==> src/rtl/piano_pkg.sv <==
`default_nettype none
// ============================================================================
//  Module      : piano_pkg
//  Description : Mode codes, mode FSM state type and debounce default shared
//                by the button front-end and the display/LED/speaker selector.
//  Revision    : 1.0  initial release
// ============================================================================
package piano_pkg;

    // Mode codes decoded by the selector
    localparam logic [2:0] MODE_IDLE   = 3'b000;
    localparam logic [2:0] MODE_AUTO   = 3'b011;
    localparam logic [2:0] MODE_MANUAL = 3'b001;
    localparam logic [2:0] MODE_LEARN  = 3'b111;

    // 20 ms at 100 MHz
    localparam int unsigned DEB_CYCLES_DEFAULT = 2000000;

    // State values equal the mode codes so the state register drives `mode` directly
    typedef enum logic [2:0] {
        ST_IDLE   = MODE_IDLE,
        ST_AUTO   = MODE_AUTO,
        ST_MANUAL = MODE_MANUAL,
        ST_LEARN  = MODE_LEARN
    } mode_state_e;

    // Successor of a state on a mode-button press
    function automatic mode_state_e next_mode(input mode_state_e s);
        mode_state_e n;
        case (s)
            ST_IDLE:   n = ST_AUTO;
            ST_AUTO:   n = ST_MANUAL;
            ST_MANUAL: n = ST_LEARN;
            default:   n = ST_IDLE;
        endcase
        return n;
    endfunction

endpackage
`default_nettype wire

==> src/rtl/mode_ctrl_btn_debounce.sv <==
`default_nettype none
// ============================================================================
//  Module      : btn_debounce
//  Description : Two-flop synchroniser, stability counter, debounced level
//                and one-cycle press pulse on a debounced 0->1 transition.
//  Revision    : 1.0  initial release
// ============================================================================
module btn_debounce
    import piano_pkg::*;
#(
    parameter int unsigned DEB_CYCLES = DEB_CYCLES_DEFAULT
) (
    input  logic clk,
    input  logic rst,
    input  logic btn_raw,
    output logic press
);

    localparam int unsigned     CNT_W    = (DEB_CYCLES > 2) ? $clog2(DEB_CYCLES) : 1;
    localparam logic [CNT_W-1:0] CNT_LAST = CNT_W'(DEB_CYCLES - 1);

    logic             sync1_q;
    logic             sync2_q;
    logic [CNT_W-1:0] cnt_q;
    logic [CNT_W-1:0] cnt_d;
    logic             level_q;
    logic             level_d;
    logic             level_prev_q;

    // Count consecutive samples disagreeing with the debounced level; toggle after DEB_CYCLES of them
    always_comb begin
        cnt_d   = cnt_q;
        level_d = level_q;
        if (sync2_q == level_q) begin
            cnt_d = '0;
        end else if (cnt_q == CNT_LAST) begin
            cnt_d   = '0;
            level_d = ~level_q;
        end else begin
            cnt_d = cnt_q + CNT_W'(1);
        end
    end

    // Synchroniser, counter and level registers
    always_ff @(posedge clk) begin
        if (rst) begin
            sync1_q      <= 1'b0;
            sync2_q      <= 1'b0;
            cnt_q        <= '0;
            level_q      <= 1'b0;
            level_prev_q <= 1'b0;
        end else begin
            sync1_q      <= btn_raw;
            sync2_q      <= sync1_q;
            cnt_q        <= cnt_d;
            level_q      <= level_d;
            level_prev_q <= level_q;
        end
    end

    assign press = level_q & ~level_prev_q;

endmodule
`default_nettype wire

==> src/rtl/mode_ctrl.sv <==
`default_nettype none
// ============================================================================
//  Module      : mode_ctrl
//  Description : Debounces four buttons and drives the mode FSM, the song
//                counter and the mode/song change and stop-request strobes.
//  Revision    : 1.0  initial release
// ============================================================================
module mode_ctrl
    import piano_pkg::*;
#(
    parameter int unsigned DEB_CYCLES = DEB_CYCLES_DEFAULT,
    parameter int unsigned SONG_MAX   = 3
) (
    input  logic       clk,
    input  logic       rst_n,      // active-high synchronous reset; name kept for board compatibility
    input  logic       btn_mode,
    input  logic       btn_up,
    input  logic       btn_down,
    input  logic       btn_back,
    input  logic       play_busy,
    output logic [2:0] mode,
    output logic [1:0] song_num,
    output logic       mode_chg,
    output logic       song_chg,
    output logic       stop_req
);

    localparam logic [1:0] SONG_LAST = 2'(SONG_MAX);

    logic        ev_mode;
    logic        ev_up;
    logic        ev_down;
    logic        ev_back;

    mode_state_e state_q;
    mode_state_e state_d;
    logic [1:0]  song_q;
    logic [1:0]  song_d;
    logic        mode_pend_q;
    logic        mode_pend_d;
    logic        song_pend_q;
    logic        song_pend_d;
    logic        stop_pend_q;
    logic        stop_pend_d;
    logic        mode_chg_q;
    logic        song_chg_q;
    logic        stop_req_q;
    logic        w_playing;
    logic        w_song_ok;

    btn_debounce #(.DEB_CYCLES(DEB_CYCLES)) u_deb_mode (
        .clk(clk), .rst(rst_n), .btn_raw(btn_mode), .press(ev_mode)
    );
    btn_debounce #(.DEB_CYCLES(DEB_CYCLES)) u_deb_up (
        .clk(clk), .rst(rst_n), .btn_raw(btn_up), .press(ev_up)
    );
    btn_debounce #(.DEB_CYCLES(DEB_CYCLES)) u_deb_down (
        .clk(clk), .rst(rst_n), .btn_raw(btn_down), .press(ev_down)
    );
    btn_debounce #(.DEB_CYCLES(DEB_CYCLES)) u_deb_back (
        .clk(clk), .rst(rst_n), .btn_raw(btn_back), .press(ev_back)
    );

    // Act on the single highest-priority event (back > mode > up > down); the rest are dropped
    always_comb begin
        state_d     = state_q;
        song_d      = song_q;
        mode_pend_d = 1'b0;
        song_pend_d = 1'b0;
        stop_pend_d = 1'b0;
        w_playing   = (state_q == ST_AUTO) || (state_q == ST_LEARN);
        w_song_ok   = w_playing && !play_busy;
        if (ev_back) begin
            if (state_q != ST_IDLE) begin
                state_d     = ST_IDLE;
                mode_pend_d = 1'b1;
                stop_pend_d = w_playing && play_busy;
            end
        end else if (ev_mode) begin
            state_d     = next_mode(state_q);
            mode_pend_d = 1'b1;
            stop_pend_d = w_playing && play_busy;
        end else if (ev_up) begin
            if (w_song_ok) begin
                song_d      = (song_q == SONG_LAST) ? 2'd0 : song_q + 2'd1;
                song_pend_d = (song_d != song_q);
            end
        end else if (ev_down) begin
            if (w_song_ok) begin
                song_d      = (song_q == 2'd0) ? SONG_LAST : song_q - 2'd1;
                song_pend_d = (song_d != song_q);
            end
        end
    end

    // Mode FSM, song counter and strobes; strobes trail the value change by one cycle
    always_ff @(posedge clk) begin
        if (rst_n) begin
            state_q     <= ST_IDLE;
            song_q      <= 2'd0;
            mode_pend_q <= 1'b0;
            song_pend_q <= 1'b0;
            stop_pend_q <= 1'b0;
            mode_chg_q  <= 1'b0;
            song_chg_q  <= 1'b0;
            stop_req_q  <= 1'b0;
        end else begin
            state_q     <= state_d;
            song_q      <= song_d;
            mode_pend_q <= mode_pend_d;
            song_pend_q <= song_pend_d;
            stop_pend_q <= stop_pend_d;
            mode_chg_q  <= mode_pend_q;
            song_chg_q  <= song_pend_q;
            stop_req_q  <= stop_pend_q;
        end
    end

    assign mode     = state_q;
    assign song_num = song_q;
    assign mode_chg = mode_chg_q;
    assign song_chg = song_chg_q;
    assign stop_req = stop_req_q;

endmodule
`default_nettype wire

==> config.mk <==
export PLATFORM = sky130hd
export DESIGN_NAME = mode_ctrl
export DESIGN_NICKNAME = d
export VERILOG_FILES = /design/src/rtl/piano_pkg.sv /design/src/rtl/mode_ctrl_btn_debounce.sv /design/src/rtl/mode_ctrl.sv
export SDC_FILE = /design/constraint.sdc
export NUM_CORES = 1
export LEC_CHECK = 0
export ABC_AREA = 1
export BUFFER_PORTS_ARGS = -buffer_cell sky130_fd_sc_hd__buf_2
export CAP_MARGIN = 20
export CORE_ASPECT_RATIO = 1.2
export CORE_MARGIN = 2
export CORE_UTILIZATION = 50
export DETAILED_ROUTE_END_ITERATION = 10
export PLACE_DENSITY = 0.66
export SYNTH_ARGS = -nofsm -noshare
export SYNTH_HDL_FRONTEND = slang
export SYNTH_SLANG_ARGS = --single-unit
==> constraint.sdc <==
create_clock -name clk -period 2 [get_ports clk]
set_clock_uncertainty 0.05 [all_clocks]
set_input_delay 0 -clock clk [delete_from_list [all_inputs] [get_ports clk]]
set_output_delay 0 -clock clk [all_outputs]
set_load 0.1 [all_outputs]
# Word level (Yosys, flattened, before mapping)
# Cells that the tools add are included.
word_totals:
  ff_bits: 111
  input_bits: 7
  output_inout_bits: 8
  elab_cells: 107
op_classes:
  n_addsub: 6
  eq_ne: 15
  n_mux: 20
  n_bitwise: 18
  n_reduce_logical: 20
ops:
  columns: ["operator", "count"]
  rows:
  - ["$add A21 B1 Y21 const B", 4]
  - ["$eq A21 B21 Y1 const B", 4]
  - ["$reduce_or A3 Y1", 5]
  - ["$not A1 Y1", 14]
  - ["$mux W2", 6]
  - ["$mux W1", 10]
  - ["$reduce_and A2 Y1", 5]
  - ["$mux W3", 3]
  - ["$pmux W3 S3", 1]
  - ["$and A1 B1 Y1", 4]
  - ["$eq A1 B1 Y1", 4]
  - ["$ne A2 B2 Y1", 2]
  - ["$reduce_and A4 Y1", 1]
  - ["$reduce_bool A2 Y1", 2]
  - ["$eq A3 B1 Y1 const B", 1]
  - ["$eq A3 B2 Y1 const B", 1]
  - ["$eq A3 B3 Y1 const B", 1]
  - ["$logic_not A3 Y1", 1]
  - ["$reduce_bool A3 Y1", 1]
  - ["$add A2 B1 Y2 const B", 1]
  - ["$eq A2 B2 Y1 const B", 1]
  - ["$logic_and A1 B1 Y1", 2]
  - ["$logic_not A2 Y1", 1]
  - ["$ne A2 B1 Y1 const B", 1]
  - ["other kinds (3)", 3]

# Logic depth before layout (Yosys ltp)
logic_depth:
  word_depth: 6
  ltp_mapped: 8

# By module
# Synthesis repeated with hierarchy kept, for this count alone.
hier_totals:
  cells_unflattened: 762
  area_unflattened_um2: 5363.9
modules_own_cells:
  columns: ["module", "instances", "cells_each", "area_per_inst_um2"]
  rows:
  - ["btn_debounce", 4, 170, 1204.9]
  - ["mode_ctrl", 1, 82, 544.3]

# Least setup slack after synthesis
# No wires, ideal clock.
synth_timing:
  path_kind: "reg-to-reg"
  startpoint: "register song_q[0], in the netlist song_num[0]"
  endpoint: "register song_pend_q"
  setup_time_ns: 0.120
  arrival_time_ns: 1.911
  t_required_ns: 1.830
  slack_ns: -0.081
  path_stages_with_launch: 7
  period_less_slack_ns: 2.081
  path_cell_list: "dfxtp_1 -> inv_1 -> ha_1 -> xor2_1 -> nand4_1 -> nand2_1 -> nor2_1"
synth_between:
  elab_chain_cells: 6
  elab_cells_between_ends: 12
  cone_classes: "add/sub: 2; eq/ne: 3; mux: 6; reduce/logical: 1"
synth_lines:
  columns: ["element", "line", "rtl"]
  rows:
  - ["start, declared", "mode_ctrl.sv:37", "logic [1:0] song_q;"]
  - ["start signal, assigned", "mode_ctrl.sv:109", "song_q <= song_d;"]
  - ["$sub A2 B1 Y2 or $logic_not A2 Y1 (tied branches)", "mode_ctrl.sv:90", "song_d = (song_q == 2'd0) ? SONG_LAST : song_q - 2'd1;"]
  - ["$mux W2", "mode_ctrl.sv:90", null]
  - ["$ne A2 B2 Y1", "mode_ctrl.sv:91", "song_pend_d = (song_d != song_q);"]
  - ["$mux W1", "mode_ctrl.sv:89", "if (w_song_ok) begin"]
  - ["$mux W1", "mode_ctrl.sv:88", "end else if (ev_down) begin"]
  - ["$mux W1 (*)", "mode_ctrl.sv:83", "end else if (ev_up) begin"]
  - ["end signal, assigned", "mode_ctrl.sv:111", "song_pend_q <= song_pend_d;"]
  - ["end, declared", "mode_ctrl.sv:41", "logic song_pend_q;"]
# Every way passes the cells marked *; elsewhere a longest branch is shown, timed or not.
# A chain may end at the register's enable or synchronous reset.

# Worst setup path after layout
layout_timing:
  startpoint: "register u_deb_up.cnt_q[0]"
  endpoint: "register u_deb_up.cnt_q[13]"
layout_between:
  elab_chain_cells: 2
  elab_cells_between_ends: 3
  cone_classes: "add/sub: 1; eq/ne: 1; reduce/logical: 1"
layout_lines:
  columns: ["element", "line", "rtl"]
  rows:
  - ["start, declared", "mode_ctrl_btn_debounce.sv:24", "logic [CNT_W-1:0] cnt_q;"]
  - ["start signal, assigned", "mode_ctrl_btn_debounce.sv:55", "cnt_q <= cnt_d;"]
  - ["parallel branches: the longest is 2 deep, another holds $add A21 B1 Y21", null, null]
# Several ways; the timed one is not identified.

==> impl_metrics.xml <==
<?xml version="1.0" encoding="UTF-8"?>
<metrics>
  <group name="setup_path">
    <metric name="max_stage_delay" unit="ns">0.41</metric>
    <metric name="worstPathCellList" unit="">ha_1, nand3_2, nor2_4, nand3_2, nand2_2, nor2_1</metric>
    <metric name="reg2reg_slack" unit="ns">0.23</metric>
    <metric name="crit_top_cell" unit="">sky130_fd_sc_hd__nand3_2</metric>
    <metric name="worstReg2RegEnd" unit="">u_deb_up.cnt_q[13]$_SDFF_PP0_</metric>
    <metric name="setup.worst_path.class" unit="">reg -&gt; reg</metric>
    <metric name="start_kind" unit="">flop</metric>
    <metric name="regToRegStartpoint" unit="">u_deb_up.cnt_q[0]$_SDFF_PP0_</metric>
    <metric name="critical-path-slowest-cell" unit="">sky130_fd_sc_hd__dfxtp_1</metric>
    <metric name="worstPathRequired" unit="ns">2.17</metric>
    <metric name="timing.reg2reg.worst_path_depth" unit="">6</metric>
    <metric name="critPathMaxFanout" unit="">21</metric>
    <metric name="capturing_element_type_of_the_critical_path" unit="">flop</metric>
    <metric name="worst_ep_arrival_time" unit="ns">1.95</metric>
  </group>
  <group name="synth">
    <metric name="synth.ff_latch_count" unit="">111</metric>
    <metric name="synth.lib_cells_used.distinct" unit="">28</metric>
    <metric name="synth.net_count" unit="">798</metric>
    <metric name="synth.yosys.seq_area_share" unit="">0.401</metric>
    <metric name="post_synth_instance_area" unit="µm²">5540</metric>
    <metric name="ys.warnings.count" unit="">0</metric>
    <metric name="syn-instance-count" unit="">785</metric>
    <metric name="yosysTopAreaCell" unit="">sky130_fd_sc_hd__dfxtp_1</metric>
    <metric name="yosys.area.top_type_share" unit="">0.401</metric>
    <metric name="synthesized_area_divided_by_synthesized_cell_count" unit="µm²">7.06</metric>
    <metric name="synth_area_leaders" unit="">sky130_fd_sc_hd__dfxtp_1 (40%), sky130_fd_sc_hd__nor2_1 (13%), sky130_fd_sc_hd__nand2_1 (13%), sky130_fd_sc_hd__inv_1 (4.9%), sky130_fd_sc_hd__xor2_1 (4.9%)</metric>
  </group>
  <group name="global_route">
    <metric name="groute.usage.overall" unit="">0.191</metric>
    <metric name="overflow" unit="">0</metric>
    <metric name="maximum_number_of_pins_on_one_net_before_global_route_repair" unit="">22</metric>
    <metric name="antenna_found_initial" unit="">0</metric>
    <metric name="first_pass_grt_wire_length" unit="mm">19.0</metric>
    <metric name="grt_pass1_vias" unit="">4452</metric>
  </group>
  <group name="floorplan">
    <metric name="initial_utilization" unit="">0.507</metric>
    <metric name="design.die.area" unit="µm²">11900</metric>
    <metric name="die-width" unit="µm">100</metric>
    <metric name="rows" unit="">42</metric>
    <metric name="die_h" unit="µm">119</metric>
    <metric name="floorplan.core_area" unit="µm²">10900</metric>
    <metric name="pin_count" unit="">15</metric>
  </group>
  <group name="route">
    <metric name="finalWirelength" unit="mm">10.5</metric>
    <metric name="route.detailed.drc" unit="">0</metric>
    <metric name="antenna_violating_nets_post_route" unit="">0</metric>
    <metric name="vias" unit="">4599</metric>
    <metric name="average_wire_per_standard_cell" unit="µm">11.2</metric>
    <metric name="firstDrtPassIters" unit="">4</metric>
    <metric name="dr.first_iter.drc_count" unit="">177</metric>
    <metric name="drt-vias-per-instance" unit="">4.88</metric>
  </group>
  <group name="cells_and_area">
    <metric name="share_of_final_layout_standard_cells_stronger_than_drive_strength_1" unit="">0.121</metric>
    <metric name="ff_latch_area" unit="µm²">2220</metric>
    <metric name="multiInputGateArea" unit="µm²">2930</metric>
    <metric name="finish.net_count" unit="">819</metric>
    <metric name="antenna_cells" unit="">0</metric>
    <metric name="fill_cells" unit="">1074</metric>
    <metric name="layout.cell_area.non_filler" unit="µm²">6040</metric>
    <metric name="layout-area-overhead-vs-synth" unit="%">9.04</metric>
  </group>
  <group name="sta">
    <metric name="fin_tns_setup" unit="ns">0</metric>
    <metric name="final-max-slew-violation-count" unit="">0</metric>
    <metric name="max_freq" unit="MHz">564</metric>
    <metric name="timing.final.crit_share" unit="">0.887</metric>
    <metric name="timing.slew.headroom" unit="">0.661</metric>
    <metric name="max_slew.worst_pin.slew" unit="ns">0.511</metric>
    <metric name="worst_slack" unit="ns">0.225</metric>
    <metric name="hold_viol" unit="">0</metric>
    <metric name="report.final.setup_viol" unit="">0</metric>
    <metric name="rsz0062_at_grt" unit="">no</metric>
    <metric name="finalWorstPathRequiredPeriod" unit="ns">1.77</metric>
  </group>
  <group name="hold_path">
    <metric name="whs_endpoint" unit="">u_deb_up.level_q$_SDFFE_PP0P_</metric>
    <metric name="timing.hold.worst.class" unit="">in -&gt; reg</metric>
    <metric name="hold_path_depth" unit="">4</metric>
    <metric name="worst_hold_startpoint" unit="">rst_n</metric>
  </group>
  <group name="outcome">
    <metric name="outcome" unit="">complete, no violations</metric>
  </group>
  <group name="placement">
    <metric name="placement.setup.worst_slack" unit="ns">0.225</metric>
    <metric name="dp_hpwl" unit="mm">7.83</metric>
    <metric name="placed_cell_area" unit="µm²">5700</metric>
    <metric name="numPortBuffers" unit="">14</metric>
    <metric name="routabilityCongestion" unit="">0.897</metric>
  </group>
  <group name="clock_tree">
    <metric name="postCtsSetupBuffers" unit="">0</metric>
    <metric name="worstSkewPairLatency" unit="ns">0.34</metric>
    <metric name="cts_root_buffer" unit="">sky130_fd_sc_hd__clkbuf_16</metric>
    <metric name="cts-root-to-sink-buffers" unit="">2</metric>
    <metric name="clkSinkCount" unit="">111</metric>
    <metric name="clkTransAtPathRegs" unit="ns">0.07</metric>
    <metric name="cts_htree_levels" unit="">3</metric>
    <metric name="tritoncts" unit="">built</metric>
    <metric name="tritoncts.num_buffers" unit="">9</metric>
  </group>
  <group name="pwr">
    <metric name="p_leak" unit="nW">1.87</metric>
    <metric name="vdd_ir_drop_max" unit="mV">0.351</metric>
    <metric name="pwr_density_cell" unit="nW/µm²">671</metric>
  </group>
  <group name="flow_run">
    <metric name="maxCapViolCount" unit="">0</metric>
  </group>
</metrics>
synthesized netlist by cell type:
library cell / instances
sky130_fd_sc_hd__o22ai_1: 3
sky130_fd_sc_hd__buf_4: 1
sky130_fd_sc_hd__a21oi_1: 23
sky130_fd_sc_hd__inv_1: 73
sky130_fd_sc_hd__o21ai_0: 10
sky130_fd_sc_hd__o21ai_1: 1
sky130_fd_sc_hd__nand3_2: 15
sky130_fd_sc_hd__xnor2_1: 16
sky130_fd_sc_hd__nor3_1: 2
sky130_fd_sc_hd__nor2_1: 191
sky130_fd_sc_hd__nand3_4: 2
sky130_fd_sc_hd__clkbuf_1: 2
sky130_fd_sc_hd__inv_2: 3
sky130_fd_sc_hd__nand2_2: 7
sky130_fd_sc_hd__a21oi_2: 9
sky130_fd_sc_hd__or2_2: 2
sky130_fd_sc_hd__dfxtp_1: 111
sky130_fd_sc_hd__o211ai_1: 1
sky130_fd_sc_hd__ha_1: 6
sky130_fd_sc_hd__nand2_1: 190
sky130_fd_sc_hd__or2_0: 3
sky130_fd_sc_hd__nor2_4: 7
sky130_fd_sc_hd__o21bai_1: 3
sky130_fd_sc_hd__nand3_1: 35
sky130_fd_sc_hd__nand4_1: 8
sky130_fd_sc_hd__xor2_1: 31
sky130_fd_sc_hd__nor2_2: 22
sky130_fd_sc_hd__buf_6: 8
layout by cell type, fill, tap and decap left out, drive strengths merged, types with 3 or more instances in the layout:
cell	synthesis	routed
xnor2	16	16
xor2	31	31
inv	76	76
dfxtp	111	111
nand2	197	197
clkinv	0	3
dlygate4sd3	0	5
o22ai	3	3
o21ai	11	11
ha	6	6
or2	5	5
nor2	220	220
clkbuf	2	12
buf	9	16
nand4	8	8
nand3	52	52
o21bai	3	3
a21oi	32	32
flip-flops by register name (all words and copies together) (netlist names), 2 cells and up:
| signal | flops |
|---|---|
| mode | 3 |
| song_num | 2 |
| u_deb_back.cnt_q | 21 |
| u_deb_down.cnt_q | 21 |
| u_deb_mode.cnt_q | 21 |
| u_deb_up.cnt_q | 21 |
stage by stage:
stage / util / cells / hold slack, ns / power [mW]
floorplan: - / 785 / 0.0570 / 2.32
global placement: 0.521 / 922 / 0.167 / 2.33
detailed placement: 0.521 / 922 / 0.168 / 2.33
CTS: 0.553 / 943 / 0.0554 / 4.11
global route: 0.553 / 943 / 0.0740 / 4.21
finish: 0.553 / 943 / 0.0424 / 4.05
power breakdown:
part / switching (mW) / leakage (nW) / internal [mW]
clock: 0.769 / 0.146 / 1.00
combinational: 0.0363 / 0.823 / 0.0217
sequential: 0.00652 / 0.896 / 2.22
total: 0.812 / 1.87 / 3.24
what timing repair did:
action                                 4_1_cts  5_1_grt
hold buffers                                 5        0
resized for setup                            0        0
endpoints found under the hold margin        6        0
cell families after synthesis:
family / share of synthesized area
buffers and inverters: 0.0705
AOI/OAI and AO/OA: 0.0538
DFF: 0.401
and+or+nand+nor: 0.387
xor gates and xnor gates: 0.0743
adders and majority gates: 0.0136
critical path, delay by kind of cell (launching register included):
family | cells | cell delay, ns
and+or+nand+nor | 5 | 0.90
DFF | 1 | 0.41
adders and majority gates | 1 | 0.29
worst max path at each step:
stage	startpoint	end	slack (ns)	cells past startpoint
6_report	u_deb_up.cnt_q[0]$_SDFF_PP0_	u_deb_up.cnt_q[13]$_SDFF_PP0_	0.23	6
5_1_grt	u_deb_up.cnt_q[0]$_SDFF_PP0_	u_deb_up.cnt_q[13]$_SDFF_PP0_	0.06	6
4_1_cts	u_deb_up.cnt_q[0]$_SDFF_PP0_	u_deb_up.cnt_q[5]$_SDFF_PP0_	0.21	6
3_5_place_dp	u_deb_up.cnt_q[0]$_SDFF_PP0_	u_deb_up.cnt_q[13]$_SDFF_PP0_	0.22	6
3_3_place_gp	u_deb_up.cnt_q[0]$_SDFF_PP0_	u_deb_up.cnt_q[19]$_SDFF_PP0_	0.29	6
2_1_floorplan	song_num[1]$_SDFFE_PP0P_	song_pend_q$_SDFF_PP0_	0.02	6
layer usage:
metal,GRT usage,share of wire,vias up
met5,0,0,-
met4,0.0779,0.022,0
met1,0.239,0.47,2067
met2,0.324,0.48,46
met3,0.0317,0.028,20
li1,-,-,2466
final cells by class:
class	instances	area share
clock buffer	12	0.0408
clock inverter	4	0.00746
inverter	76	0.0472
multi-input combinational	587	0.485
sequential	111	0.368
tap	132	0.0273
timing repair buffer	21	0.0244
(Power assumes the default switching activity.)
